--- config.mk ---
export PLATFORM = sky130hd
export DESIGN_NAME = branch_resolve_pc
export DESIGN_NICKNAME = d
export VERILOG_FILES = /design/src/rtl/branch_resolve_pc.sv
export SDC_FILE = /design/constraint.sdc
export NUM_CORES = 1
export LEC_CHECK = 0
export CORE_MARGIN = 2
export CORE_UTILIZATION = 48
export CTS_BUF_LIST = sky130_fd_sc_hd__clkbuf_8 sky130_fd_sc_hd__clkbuf_16
export DETAILED_ROUTE_END_ITERATION = 7
export GPL_ROUTABILITY_DRIVEN = 0
export HOLD_SLACK_MARGIN = 0.1
export PLACE_DENSITY = 0.88
export SYNTH_ARGS = -nofsm -noshare
export SYNTH_HDL_FRONTEND = slang
export SYNTH_SLANG_ARGS = --single-unit
--- constraint.sdc ---
create_clock -name i_clk -period 2.93 [get_ports i_clk]
set_input_delay 0.293 -clock i_clk [delete_from_list [all_inputs] [get_ports i_clk]]
set_output_delay 0.293 -clock i_clk [all_outputs]
set_load 0.02 [all_outputs]
--- src/rtl/branch_resolve_pc.sv ---
// branch_resolve_pc: resolves EX-stage branches and jumps against the
// comparator flags, owns the fetch PC, and issues redirects, multi-cycle
// IF/ID flushes and misaligned-target traps. It also keeps counters of
// resolved and taken conditional branches.
module branch_resolve_pc #(
  parameter logic [31:0] RESET_VECTOR = 32'h0000_0000,
  parameter logic [31:0] TRAP_VECTOR  = 32'h0000_0100,
  parameter int          FLUSH_CYCLES = 2,
  parameter int          CNT_W        = 32
) (
  input  logic             i_clk,
  input  logic             i_reset,
  input  logic             i_stall,
  input  logic             i_br_valid,
  input  logic             i_is_jump,
  input  logic [2:0]       i_funct3,
  input  logic             i_br_less,
  input  logic             i_br_equal,
  input  logic [31:0]      i_target,
  input  logic [31:0]      i_ex_pc,
  input  logic             i_trap_ack,
  input  logic             i_cnt_clr,
  output logic             o_br_un,
  output logic             o_taken,
  output logic [31:0]      o_pc,
  output logic             o_flush,
  output logic             o_trap,
  output logic [31:0]      o_trap_pc,
  output logic [CNT_W-1:0] o_br_cnt,
  output logic [CNT_W-1:0] o_taken_cnt
);

  typedef enum logic [1:0] {RUN, FLUSH, TRAP} state_t;

  // Flush counter preload: counts down to 0 while o_flush is high.
  localparam logic [1:0] FLUSH_INIT = 2'(FLUSH_CYCLES - 1);

  state_t           state_q, state_d;
  logic [31:0]      pc_q, pc_d;
  logic             flush_q, flush_d;
  logic             trap_q, trap_d;
  logic [31:0]      trap_pc_q, trap_pc_d;
  logic [1:0]       fcnt_q, fcnt_d;
  logic [CNT_W-1:0] br_cnt_q, br_cnt_d;
  logic [CNT_W-1:0] taken_cnt_q, taken_cnt_d;

  logic cond_taken;
  logic f3_legal;
  logic taken;
  logic misaligned;

  // Unsigned compare for BLTU/BGEU, which are the only funct3 with bit 1 set.
  assign o_br_un = i_funct3[1];

  // Decode funct3 against the comparator flags.
  always_comb begin
    cond_taken = 1'b0;
    f3_legal   = 1'b1;
    case (i_funct3)
      3'b000:         cond_taken = i_br_equal;
      3'b001:         cond_taken = !i_br_equal;
      3'b100, 3'b110: cond_taken = i_br_less;
      3'b101, 3'b111: cond_taken = !i_br_less;
      default: begin
        cond_taken = 1'b0;
        f3_legal   = 1'b0;
      end
    endcase
  end

  // Jumps are unconditional; nothing resolves outside RUN (wrong path / trap).
  assign taken      = (i_br_valid | i_is_jump) & (i_is_jump | cond_taken) & (state_q == RUN);
  assign misaligned = (i_target[1:0] != 2'b00);
  assign o_taken    = taken;

  // Next-state, PC and flush/trap control.
  always_comb begin
    state_d   = state_q;
    pc_d      = pc_q;
    flush_d   = flush_q;
    trap_d    = trap_q;
    trap_pc_d = trap_pc_q;
    fcnt_d    = fcnt_q;
    case (state_q)
      RUN: begin
        if (taken && misaligned) begin
          trap_d    = 1'b1;
          trap_pc_d = i_ex_pc;
          state_d   = TRAP;
        end else if (taken) begin
          pc_d    = i_target;
          flush_d = 1'b1;
          fcnt_d  = FLUSH_INIT;
          state_d = FLUSH;
        end else if (!i_stall) begin
          pc_d = pc_q + 32'd4;
        end
      end
      FLUSH: begin
        if (!i_stall) begin
          pc_d = pc_q + 32'd4;
        end
        if (fcnt_q == 2'd0) begin
          flush_d = 1'b0;
          state_d = RUN;
        end else begin
          fcnt_d = fcnt_q - 2'd1;
        end
      end
      TRAP: begin
        if (i_trap_ack) begin
          pc_d    = TRAP_VECTOR;
          trap_d  = 1'b0;
          flush_d = 1'b1;
          fcnt_d  = FLUSH_INIT;
          state_d = FLUSH;
        end
      end
      default: state_d = RUN;
    endcase
  end

  // Statistics: only branches resolved in RUN count; clear beats increment.
  always_comb begin
    br_cnt_d    = br_cnt_q;
    taken_cnt_d = taken_cnt_q;
    if (i_cnt_clr) begin
      br_cnt_d    = '0;
      taken_cnt_d = '0;
    end else if ((state_q == RUN) && i_br_valid && !i_is_jump && f3_legal) begin
      br_cnt_d = br_cnt_q + CNT_W'(1);
      if (taken) begin
        taken_cnt_d = taken_cnt_q + CNT_W'(1);
      end
    end
  end

  // State registers with asynchronous active-low reset.
  always_ff @(posedge i_clk or negedge i_reset) begin
    if (!i_reset) begin
      state_q     <= RUN;
      pc_q        <= RESET_VECTOR;
      flush_q     <= 1'b0;
      trap_q      <= 1'b0;
      trap_pc_q   <= 32'h0;
      fcnt_q      <= 2'd0;
      br_cnt_q    <= '0;
      taken_cnt_q <= '0;
    end else begin
      state_q     <= state_d;
      pc_q        <= pc_d;
      flush_q     <= flush_d;
      trap_q      <= trap_d;
      trap_pc_q   <= trap_pc_d;
      fcnt_q      <= fcnt_d;
      br_cnt_q    <= br_cnt_d;
      taken_cnt_q <= taken_cnt_d;
    end
  end

  assign o_pc        = pc_q;
  assign o_flush     = flush_q;
  assign o_trap      = trap_q;
  assign o_trap_pc   = trap_pc_q;
  assign o_br_cnt    = br_cnt_q;
  assign o_taken_cnt = taken_cnt_q;

endmodule

Word level (Yosys, flattened, before mapping) --
Cells that the tools add are included.
Cells by class: $add $sub $neg 4, equal/unequal tests 14, mux-type cells 28, bitwise logic cells 4, reductions and logical operators 25
Operator list (number):
- 32-bit 2-to-1 mux | 9
- 32-bit one-hot mux with 3 select lines | 1
- 32-bit by 1-bit adder with 32-bit output (second input constant) | 2
- 32-bit by 3-bit adder with 32-bit output (second input constant) | 1
- 3-bit equality test (second input constant) | 4
- 2-bit 2-to-1 mux | 6
- 2-bit != test (second input constant) | 6
- 2-bit one-hot mux with 3 select lines | 2
- 5-bit AND reduction | 2
- 3-bit AND reduction | 3
- 2-bit nonzero test | 4
- 1-bit 2-to-1 mux | 7
- 6-bit OR reduction | 1
- 1-bit logical AND | 4
- 2-bit logical NOT | 2
- 1-bit one-hot mux with 4 select lines | 1
- 2-bit AND reduction | 2
- 2-bit OR reduction | 2
- 3-bit by 1-bit equality test with 1-bit output (second input constant) | 1
- 1-bit logical NOT | 3
- 3-bit logical NOT | 1
- 3-bit != test (second input constant) | 1
- 1-bit one-hot mux with 3 select lines | 1
- 3-bit nonzero test | 1
- other kinds (6) | 8
Word-level totals: flip-flop bits (word level) 134, output and inout port bits 132

Logic depth before layout (Yosys ltp) --
Gate-level depths: netlist of run 1.
word-level depth 9, mapped depth 9, gate-level depth less buffers 7

Worst setup path before layout of run 1 --
No wires, ideal clock.
path kind register to register, start register pc_q[2] (netlist: o_pc[2]), end register pc_q[26] (netlist: o_pc[26]), library setup time 121 ps, data arrival time 2280 ps, required time 2809 ps, slack 529 ps, cell stages (with the launch flop) 8, period minus slack after synthesis 2401 ps, cells stage by stage dfrtp_1 > ha_1 > nand4b_4 > or4_4 > buf_6 > or3_1 > a21o_1 > a22o_1
On the way: cells in the longest elaborated chain, start to end 5
RTL lines:
- start: declaration | line 39 | logic [31:0] pc_q, pc_d;
- start signal: assignment | line 151 | pc_q <= pc_d;
- 32-bit by 3-bit adder with 32-bit output (*) | line 96, 101
- 32-bit 2-to-1 mux (*) | line 95, 100
- 32-bit 2-to-1 mux | line 90 | end else if (taken) begin
- 32-bit 2-to-1 mux | line 86 | if (taken && misaligned) begin
- 32-bit one-hot mux with 3 select lines (*) | line 84 | case (state_q)
Every way passes the cells marked *; elsewhere a longest branch is shown, timed or not. The select of a mux whose other input is x is not followed. A chain may end at the register's enable or synchronous reset.

Final worst setup path of run 1 --
start input port i_br_valid, end output port o_taken
On the way: cells in the longest elaborated chain, start to end 3
RTL lines:
- start: declaration | line 14 | input logic i_br_valid,
- 1-bit OR | line 72 | assign taken = (i_br_valid | i_is_jump) & (i_is_jump | cond_taken) & (state_q == RUN);
- 1-bit bitwise AND (2 in series) | line 72
- end: declaration | line 24 | output logic o_taken,
Every way passes these cells.

==> results.txt, run 1 <==
The flow ran to the end, and the final reports show no timing, DRC or antenna violations. The biggest area contributor in the post-synthesis netlist is dfrtp_1. The flip-flop cell with the highest count after synthesis was dfrtp_1. The logs give 0.491 for the initial cell density of the core and 0 for the remaining design rule violation count.

In the layout the commonest cells are 205 x clkdlybuf4s50_1, 136 x nand2_1, 134 x dfrtp_1. At the end of the flow, the number of nets in the layout was 1,085. On the worst path, the slowest cell contributes a delay of 0.63 ns. The area fraction of the dominant cell type after synthesis was 0.470; the total power density per cell area was 844 nW/um2. The final worst-path cycle share was 0.915. For this design the static power due to leakage is 4.15 nW. The final setup TNS is 0 ns, and the TritonCTS buffer count is 17.

Yosys attributes the largest share of cell area to dfrtp_1 47%, nand2_1 7.2%, xor2_1 3.4%. The tools report the final max-slew violation count as 0. The post-detailed-route count of antenna-violating nets was 0. After clock tree synthesis, the clock-pin slew on the worst setup and hold paths is 0.06 ns. TritonCTS built the clock tree. The floorplan step set the die width to 126 um.

The largest net degree at the start of global routing came out at 60. From synthesis to final layout, the design area changed by 42.6%. The synthesized design contains 134 register bits.

The tools report the number of filler cells placed in the layout as 1,119. For this design, the slowest cell found on the critical path is clkdlybuf4s50_1. After global routing the overflow that remains totals 0.

For the post-route worst hold slack, the log shows 0.236 ns. The initial antenna violation count is 0, and the final standard cell area without fillers is 10,200 um2. For the share of power burned in combinational logic, the log shows 0.406. Before antenna repair, the detailed router went through 5 iterations. For the estimated wirelength of the detail-placed design, the log shows 14,000 um. The kind of cell with the highest combined delay along the critical path is buffers and inverters. At the later pin of the worst-skew pair, clock insertion delay measures 0.42 ns. The count of flip-flops with a built-in enable after synthesis was 0. The root buffer cell chosen for the clock tree is clkbuf_16. The critical path contains buffers and inverters numbering 2 combined. The worst setup path is launched from an input port.

The per-cell routed wire length came out at 16.9 um. The endpoint kind of the worst setup timing path was a primary output. The run gives 0 as the final hold violation count. The tools report the post-CTS setup repair buffer count as 0. In this run the cell area measured after placement is 9500 um2. The repair_antennas step left the layout with diodes totalling 0. Setup violations remaining at the end of the flow were counted as 0. The proportion of synthesized chip area in sequential cells came out at 0.470. The total standard cell area after synthesis was 7130 um2. The final route contains 7,021 vias. The first routing iteration left 454 violations. Summed over all layers, the routed wires come to 20,200 um. The die covers 15,800 um2. Portion of total power attributed to sequential cells: 0.316. The tools report the switching power summed over all nets as 0.00323 W. For the relative slew slack, the log shows 0.138. In this run, post-CTS repair resized a total of 0 instances. The number of buffers added on ports was 207; the proportion of register bits with asynchronous set or reset after synthesis was 1.00. The most common cell after layout, fill and taps aside was clkdlybuf4s50_1. Net switching share of the total power: 0.376. The number of global-route vias before repair was 6,807; the clock skew was 0.0108 ns. The buffer depth of the longest clock path was 2.

STA puts the critical path data arrival time at 2.39 ns. The tools report the total number of yosys warnings as 0. Subtracting the final worst setup slack from the clock period gives 2.68 ns.

For the fraction of power consumed by the clock network, the log shows 0.279. The global routing usage summed across all routing layers was 0.262. The critical path goes through clkdlybuf4s50_1 -> nor3b_1 -> a221o_1 -> and2_1 -> clkdlybuf4s50_1.

Biggest fanout along the worst timing path: 5. At the worst endpoint, the required time is 2.64 ns. The internal power came out at 0.00535 W. The layout cell share with drive strength beyond 1 is 0.0720. The netlist uses 60 different library cells. Counting every instance in the synthesized netlist gives 795.

The first-pass GRT wire length was 34,000 um; the number of H-tree levels was 4. Max-cap violations in this run came to 0. At the pin with the least slew margin, the transition time is 1.29 ns.

The maximum clock frequency was 373 MHz. Pin placement for this block handled 208 I/O pins. In the routed layout, each cell is associated on average with a via count of 5.86.

Setup repair after global routing left no endpoint under its margin. In this run the worst hold path is classified as input port to register. The critical path in this run is classified as input port to primary output. The average instance area after synthesis is 8.97 um2.

Synthesis produced a netlist with a net count of 879. The vertical die dimension is 126 um, and the worst-case vdd ir drop is 640 uV. The library cell appearing most often on the critical path was clkdlybuf4s50_1. The clock drives 134 sinks.

The number of placement rows is 44, and the core region area is 14,500 um2.
[per-layer routing]
metal  GRT usage  wire length (um)  vias up
li1            -                 -     3303
met2       0.426              9830      316
met3      0.0718              1770       36
met5           0                 0        -
met1       0.345              8290     3366
met4      0.0782               341        0
[state kept, by name (all words and copies together) (netlist names)]
| name | count |
|---|---|
| fcnt_q | 2 |
| o_br_cnt | 32 |
| o_flush | 1 |
| o_pc | 32 |
| o_taken_cnt | 32 |
| o_trap | 1 |
| o_trap_pc | 32 |
| state_q | 2 |
[worst paths after layout]
path	startpoint	endpoint	slack, ns	cells past startpoint
max	i_br_valid	o_taken	0.25	5
max in group asynchronous	i_reset	o_pc[0]	1.75	3
min	i_cnt_clr	o_taken_cnt[8]	0.24	2
min in group asynchronous	i_reset	o_br_cnt[11]	0.42	2
min reg2reg	o_trap_pc[5]	o_trap_pc[5]	0.48	2
max reg2reg	state_q[0]	o_taken_cnt[11]	0.45	7
[cell usage after synthesis, types with 3 or more instances]
library cell and count:
nand3_1 32, a32oi_1 11, buf_2 6, inv_1 29, nand4_1 33, or4_1 21, nor3_1 16, a22oi_1 9
o2bb2ai_1 19, and4_1 11, o21ai_0 32, nand2_1 136, a21oi_1 36, xnor2_1 8, clkbuf_1 37, nor2b_1 10
or3_1 8, ha_1 8, a22o_1 8, a32o_1 3, o31ai_1 20, and3_1 14, nor2_1 60, nand4b_1 5
nor4_1 10, dfrtp_1 134, o22ai_1 4, xor2_1 28, and2_1 7, a21o_1 4
[metrics by stage]
stage	setup slack [ns]	utilization	power, W	instances
6_report	0.250	0.699	0.00858	1198
5_1_grt	0.101	0.699	0.00907	1198
4_1_cts	0.199	0.699	0.00862	1198
3_5_place_dp	0.00714	0.653	0.00620	1165
3_3_place_gp	0.106	0.653	0.00611	1165
2_1_floorplan	0.529	-	0.00456	795
[logic make-up after synthesis]
group           share of synthesized area
compound gates                      0.158
simple gates                        0.268
buf+inv                            0.0421
mux                               0.00298
xor+xnor                           0.0442
fa+ha+maj                          0.0140
flops                               0.470
[power groups by stage]
stage / Sequential [W] / Combinational, W / Clock (W)
floorplan: 0.00312 / 0.00143 / 0
global placement: 0.00271 / 0.00340 / 0
detailed placement: 0.00272 / 0.00348 / 0
CTS: 0.00270 / 0.00350 / 0.00242
global route: 0.00277 / 0.00378 / 0.00252
finish: 0.00271 / 0.00348 / 0.00239
[cell type report]
class | instances | area (um2) | area share
Sequential cell | 134 | 3350 | 0.330
Timing Repair Buffer | 233 | 2320 | 0.228
Clock inverter | 14 | 221 | 0.0218
Tap cell | 184 | 230 | 0.0226
Clock buffer | 18 | 439 | 0.0432
Multi-Input combinational cell | 586 | 3500 | 0.344
Inverter | 29 | 109 | 0.0107
[repair_timing]
action,CTS,global route
hold buffers,1,0
setup endpoints to repair,0,0
hold endpoints to repair,57,0
No activity file was read; power rests on OpenSTA's default activity.
==> inputs of run 2 (changes only) <==
CORE_UTILIZATION = 25   (was 48)
PLACE_DENSITY = 0.55   (was 0.88)
==> run 2 against run 1 <==
  * Via count down 2.4%
  * Register-to-register slack worse by 0.08 ns
  * Combinational power about the same
  * Setup slack better by 0.034 ns
  * Clock power down 13%
  * Cell count up 17%
  * Clock skew up 0.0054 ns
==> results.txt, run 2 (synthesized netlist as in run 1, its figures left out) <==
Via density per instance: 4.90. Transition time at the pin with the least slew margin: 0.929 ns. The die extent in x works out to 173 um. The run gives 0 as the final max-slew violation count. The first global-routing pass estimated 37,100 um of wire. For the least setup slack across all paths after layout, the log shows 0.284 ns.

Counting both buffers and inverters, the worst setup path holds a total of 3. The run gives 1 as the initial antenna violation count. The count of hold buffers inserted by post-cts repair was 1; the net switching share of the total power was 0.407. In the final layout, flip-flops and latches occupy 3350 um2. The number of iterations in the first detailed-routing pass was 4; the minimum clock period after layout was 2.65 ns. Once layout is done, the placed cells without fillers occupy 10,300 um2.

Setup repair after global routing left no endpoint under its margin. The final layout contains 1,092 nets. On the final layout, the worst hold slack is 0.391 ns. The core region area is 27,900 um2.

Endpoint kind of the worst setup timing path: a primary output. Data arrival time of the worst path: 2.35 ns. STA classifies the critical path startpoint as a register. Portion of total power attributed to sequential cells: 0.328. The tools report the total chip power as 0.00826 W.

The tools report the wire length on met3 as 1680 um. The relative slew slack was 0.379. Family of cells with the greatest summed delay on the critical path: buffers and inverters. Across the run, the number of max-cap violations was 0.

IR analysis of the VDD net gives a maximum drop of 394 uV. Summed over all nets, the switching power comes to 0.00336 W. The number of global-route vias before repair is 6,714, and the vertical die dimension is 173 um. The final hold violation count is 0. The library cells used most frequently in the layout, excluding fill and tap cells, are 205 x clkdlybuf4s50_1, 136 x nand2_1, 134 x dfrtp_1. The total power density per cell area came out at 800 nW/um2. In this run the post-CTS setup repair buffer count came out at 0.

Insertion delay of the later-clocked pin in the worst-skew pair: 0.43 ns. The routed metal-1 wirelength is 10,500 um. The clock tree synthesis step divided the H-tree into 4 levels. The remaining design rule violation count is 0. Clock tree synthesis selected as its root buffer the cell clkbuf_16. On the critical path, the stage with the largest delay is an instance of clkdlybuf4s50_1. The overall overflow remaining after global route came out at 0. The final setup TNS is 0 ns. Summing all multi-input logic gate instances after layout gives 3500 um2. Once detailed placement completed, the half-perimeter wirelength came to 16,000 um. For this run, the top clock speed supported by timing is 378 MHz. The final route contains 6,850 vias. Total setup violations reported at the end of the flow: 0. Entering global routing, the biggest net connects 59 pins.

0 antenna diodes ended up in the layout. The most common cell after layout, fill and taps aside is clkdlybuf4s50_1. On the worst path, the slowest cell contributes a delay of 0.63 ns.

The run finished with clean final reports. The layout cell share with drive strength beyond 1 was 0.0784. The per-cell routed wire length came out at 16.4 um.

Number of placement rows: 61. The logs give 4.12 nW for the leakage power and 2,833 for the number of filler cells placed in the layout. Before CTS, the worst setup slack after placement is 0.0992 ns. Counting along the longest clock path gives a buffer depth of 2. The area growth from synthesis to final layout was 44.8%; the final worst-path cycle share was 0.903. Counting the buffers created by CTS gives 17.

The boundary pin count was 208. The clock transition at the registers of the reported paths came out at 0.07 ns. Across the routed clock network, the largest skew measured is 0.0162 ns. The tools report the data required time of the critical path as 2.64 ns.

The critical path in this run is classified as register to primary output. The tightest min-delay check is of the input port to register type. In this run the worst path has a maximum fanout of 14. The floorplan step defined a die boundary enclosing 29,900 um2.

The signal on the critical path passes through inv_1 -> ha_1 -> buf_4 -> and2_1 -> clkdlybuf4s50_1. Buffers placed on the I/O ports in this run total 207. The tools report the share of power burned in combinational logic as 0.422. The tree built by TritonCTS fans out to 134 sinks. Wire segments on met2 add up to 10,500 um in the final route.

Initial cell density of the core: 0.255. Fraction of power consumed by the clock network: 0.250. The highest routed metal layer was met4. The run gives 23,000 um as the final wirelength.

In this run the cell area measured after placement is 9770 um2. TritonCTS built the clock tree. The tools report the initial detailed-routing violation count as 492. The number of gates resized after CTS was 0. The internal portion of the total power is 0.00490 W.

Once detail routing completed, the nets flagged for antenna violations numbered 0. For the global routing usage summed across all routing layers, the log shows 0.153.
[run 2: path summary, 6_finish.rpt]
| kind | from | to | slack (ns) | depth (start not counted) |
|---|---|---|---|---|
| max | state_q[1] | o_taken | 0.28 | 5 |
| min | i_ex_pc[23] | o_trap_pc[23] | 0.39 | 3 |
| max reg2reg | state_q[1] | o_pc[29] | 0.37 | 8 |
| min reg2reg | o_trap_pc[7] | o_trap_pc[7] | 0.48 | 2 |
| max in group asynchronous | i_reset | o_trap_pc[15] | 1.80 | 3 |
| min in group asynchronous | i_reset | o_br_cnt[16] | 0.41 | 2 |
[run 2: per-stage QoR]
stage / util / instances
3_3_place_gp: 0.350 / 1366
6_report: 0.370 / 1399
3_5_place_dp: 0.350 / 1366
2_1_floorplan: - / 795
5_1_grt: 0.370 / 1399
4_1_cts: 0.370 / 1399
[run 2: tightest hold or removal path, cell delays in order]
cell	delay (ns)
clkdlybuf4s50_1	0.39
nand2_1	0.05
nand2_1	0.04
[run 2: routing by layer]
metal  GRT usage  vias up
met5           0        -
li1            -     3304
met2       0.242      207
met3      0.0486       17
met4      0.0357        0
met1       0.203     3322
[run 2: final cells by class]
| type | count | area share |
|---|---|---|
| clock buffer | 18 | 0.0425 |
| clock inverter | 14 | 0.0109 |
| inverter | 29 | 0.0105 |
| multi-input combinational | 586 | 0.339 |
| sequential | 134 | 0.325 |
| tap | 378 | 0.0458 |
| timing repair buffer | 240 | 0.227 |
[run 2: power groups by stage]
stage / logic [W] / registers (W) / clock network (W)
6_report: 0.00348 / 0.00271 / 0.00207
5_1_grt: 0.00380 / 0.00278 / 0.00222
4_1_cts: 0.00351 / 0.00271 / 0.00213
3_5_place_dp: 0.00349 / 0.00272 / 0
3_3_place_gp: 0.00348 / 0.00273 / 0
2_1_floorplan: 0.00143 / 0.00312 / 0
==> inputs of run 3 (changes only) <==
CORE_UTILIZATION = 45   (was 25)
PLACE_DENSITY = 0.84   (was 0.55)
==> run 3 against run 2 <==
  * Highest routed layer unchanged
  * Combinational power about the same
  * Register-to-register slack worse by 0.07 ns
  * Clock-buffer cell count up 1
  * Routed wire length down 11%
  * Via count up 1.7%
  * Total power down 0.20%
  * Fmax down 2.5%
  * Cell count down 12%
  * Utilization up 28 points
==> results.txt, run 3 (synthesized netlist as in run 1, its figures left out) <==
The net switching share of the total power was 0.385; the final setup TNS was 0 ns. The initial cell density of the core came out at 0.454. Clock-pin slew was measured on the worst setup and hold paths at 0.06 ns. The utilization after layout came out at 0.645. The run gives 0.251 as the fraction of power consumed by the clock network. The tools report the number of H-tree levels as 4. Measured along the x axis, the die boundary spans 130 um. The vertical die dimension is 130 um, and the final max-slew violation count is 0. For this run, the detailed router's first-pass iteration total came to 5. The tools report the switching power summed over all nets as 0.00317 W. For the portion of total power attributed to sequential cells, the log shows 0.329.

Classification of the worst setup path: input port to primary output. Initial antenna violation count: 0. The worst hold path belongs to the class input port to register. The tools report the kind of launch point of the worst setup path as an input port.

The worst setup path is captured at a primary output. Relative to the synthesized area, the layout overhead comes to 42.2%. The tools report the number of global-route vias before repair as 6,482. Setup repair after global routing left no endpoint under its margin.

The clock arrives with 0.0113 ns of skew. Clock latency on the worst-skew pair, taken at its later pin, is 0.42 ns. The maximum clock frequency was 368 MHz; the number of clock sinks was 134.

The run gives 70 as the largest net degree at the start of global routing. Setup violations remaining at the end of the flow were counted as 0. For the finished layout, the period the worst path requires is 2.71 ns.

At the pin with the least slew margin, the transition time is 1.24 ns. 0 antenna diodes ended up in the layout. Cell internal power was estimated by the tool at 0.00507 W. The peak per-stage delay on the critical path is 0.60 ns, and the data required time of the critical path is 2.64 ns. The relative slew slack was 0.173.

The share of power burned in combinational logic is 0.420, and the final hold violation count is 0. The tools report the boundary pin count as 208. The flow ran to the end, and the final reports show no timing, DRC or antenna violations. The core region area was 15,700 um2; the final worst-path cycle share was 0.927. The tools report the worst-case vdd ir drop as 654 uV. The per-cell routed wire length was 16.5 um; the via count was 6,965. After detailed routing, the number of remaining DRC violations is 0. TritonCTS built the clock tree. The most common cell after layout, fill and taps aside is clkdlybuf4s50_1. Along the worst path, the maximum fanout reaches 3. The top cell types in the final layout, fill and taps aside, are 205 x clkdlybuf4s50_1, 136 x nand2_1, 134 x dfrtp_1. Leakage power: 4.15 nW. The critical path goes through clkdlybuf4s50_1 -> xor2_1 -> a221o_1 -> buf_4 -> buf_4 -> and2_1 -> clkdlybuf4s50_1.

The initialized floorplan defines 46 standard-cell rows. The initial detailed-routing violation count is 460. For the number of maximum-capacitance constraint violations, the log shows 0.

For the first-pass GRT wire length, the log shows 32,700 um. The count of nets left with antenna violations once routing finished came out at 0. Counting along the longest clock path gives a buffer depth of 2. Via density per instance: 5.64.

Counting both buffers and inverters, the worst setup path holds a total of 4. On the critical path the largest part of the delay comes from buffers and inverters. The data arrival time of the worst path was 2.42 ns; the global routing usage summed across all routing layers was 0.243.

Once the clock tree was built, the resizer swapped 0 gates to a different size. The estimated wirelength of the detail-placed design was 14,100 um; the number of buffers added on ports was 207. For this run, the post-layout net count is 1,092. On the critical path, the stage with the largest delay is an instance of clkdlybuf4s50_1.

The layout cell share with drive strength beyond 1 came out at 0.0735. Final wirelength: 20,300 um. In this run the power density over the cells is 813 nW/um2. Clock tree synthesis inserted a total of 17 buffers.

Overall power consumption after layout is estimated at 0.00824 W. Across all hold checks on the routed design, the worst slack comes to 0.402 ns. Clock tree root driver cell: clkbuf_16. The total die area was 16,900 um2; the overall overflow remaining after global route was 0.
-- run 3: cell types whose count changed in the layout (fill, tap and decap cells not counted), sizes merged --
cell,previous run,this run
clkbuf,18,19
bufinv,0,2
clkinv,3,5
inv,36,33
clkinvlp,4,1
-- run 3: what timing repair did --
item                                    in CTS  in global routing
endpoints found under the setup margin       0                  0
setup buffers                                0                  0
hold endpoints to repair                    65                  0
hold buffers                                 1                  0
-- run 3: cell type report --
class                           count  area (um2)
Tap cell                          216         270
Sequential cell                   134        3350
Multi-Input combinational cell    586        3500
Inverter                           29         109
Timing Repair Buffer              240        2340
Clock buffer                       19         453
Fill cell                        1290        5570
Clock inverter                     12         115
-- run 3: power groups by stage --
stage,combinational [W],sequential [W],clock (W)
after detailed placement,0.00345,0.00272,0
after floorplan,0.00143,0.00312,0
final,0.00346,0.00271,0.00207
after global routing,0.00375,0.00278,0.00218
after global placement,0.00338,0.00271,0
after CTS,0.00347,0.00270,0.00210
-- run 3: worst register-to-register path: cells and delay by family, from the launching register on --
kind,cells,cell delay [ns]
simple gates,1,0.17
buf+inv,3,0.61
fa+ha+maj,1,0.26
compound gates,3,1.12
flops,1,0.42
-- run 3: routing by layer --
metal / GRT usage / vias to the layer above / part of all wire
met1: 0.326 / 3363 / 0.43
met5: 0 / - / 0
met4: 0.0633 / 0 / 0.011
met2: 0.389 / 267 / 0.48
li1: - / 3312 / -
met3: 0.0681 / 23 / 0.078
-- run 3: worst paths after layout --
check,startpoint,end,cells past startpoint,slack [ns]
worst max register to register,state_q[0],o_pc[31],8,0.30
worst min-delay path,i_ex_pc[10],o_trap_pc[10],3,0.40
max in group asynchronous,i_reset,o_pc[0],3,1.66
worst min register to register,o_trap_pc[22],o_trap_pc[22],2,0.47
worst max-delay path,i_funct3[0],o_taken,7,0.22
min in group asynchronous,i_reset,o_br_cnt[8],2,0.46
-- run 3: stage by stage --
| step | cell area [um2] | worst slack [ns] | instances |
|---|---|---|---|
| final | 10100 | 0.215 | 1236 |
| after detailed placement | 9560 | -0.131 | 1204 |
| after global routing | 10100 | 0.157 | 1236 |
| after CTS | 10100 | 0.180 | 1236 |
| after global placement | 9560 | -0.0618 | 1204 |
| after floorplan | 7130 | 0.529 | 795 |
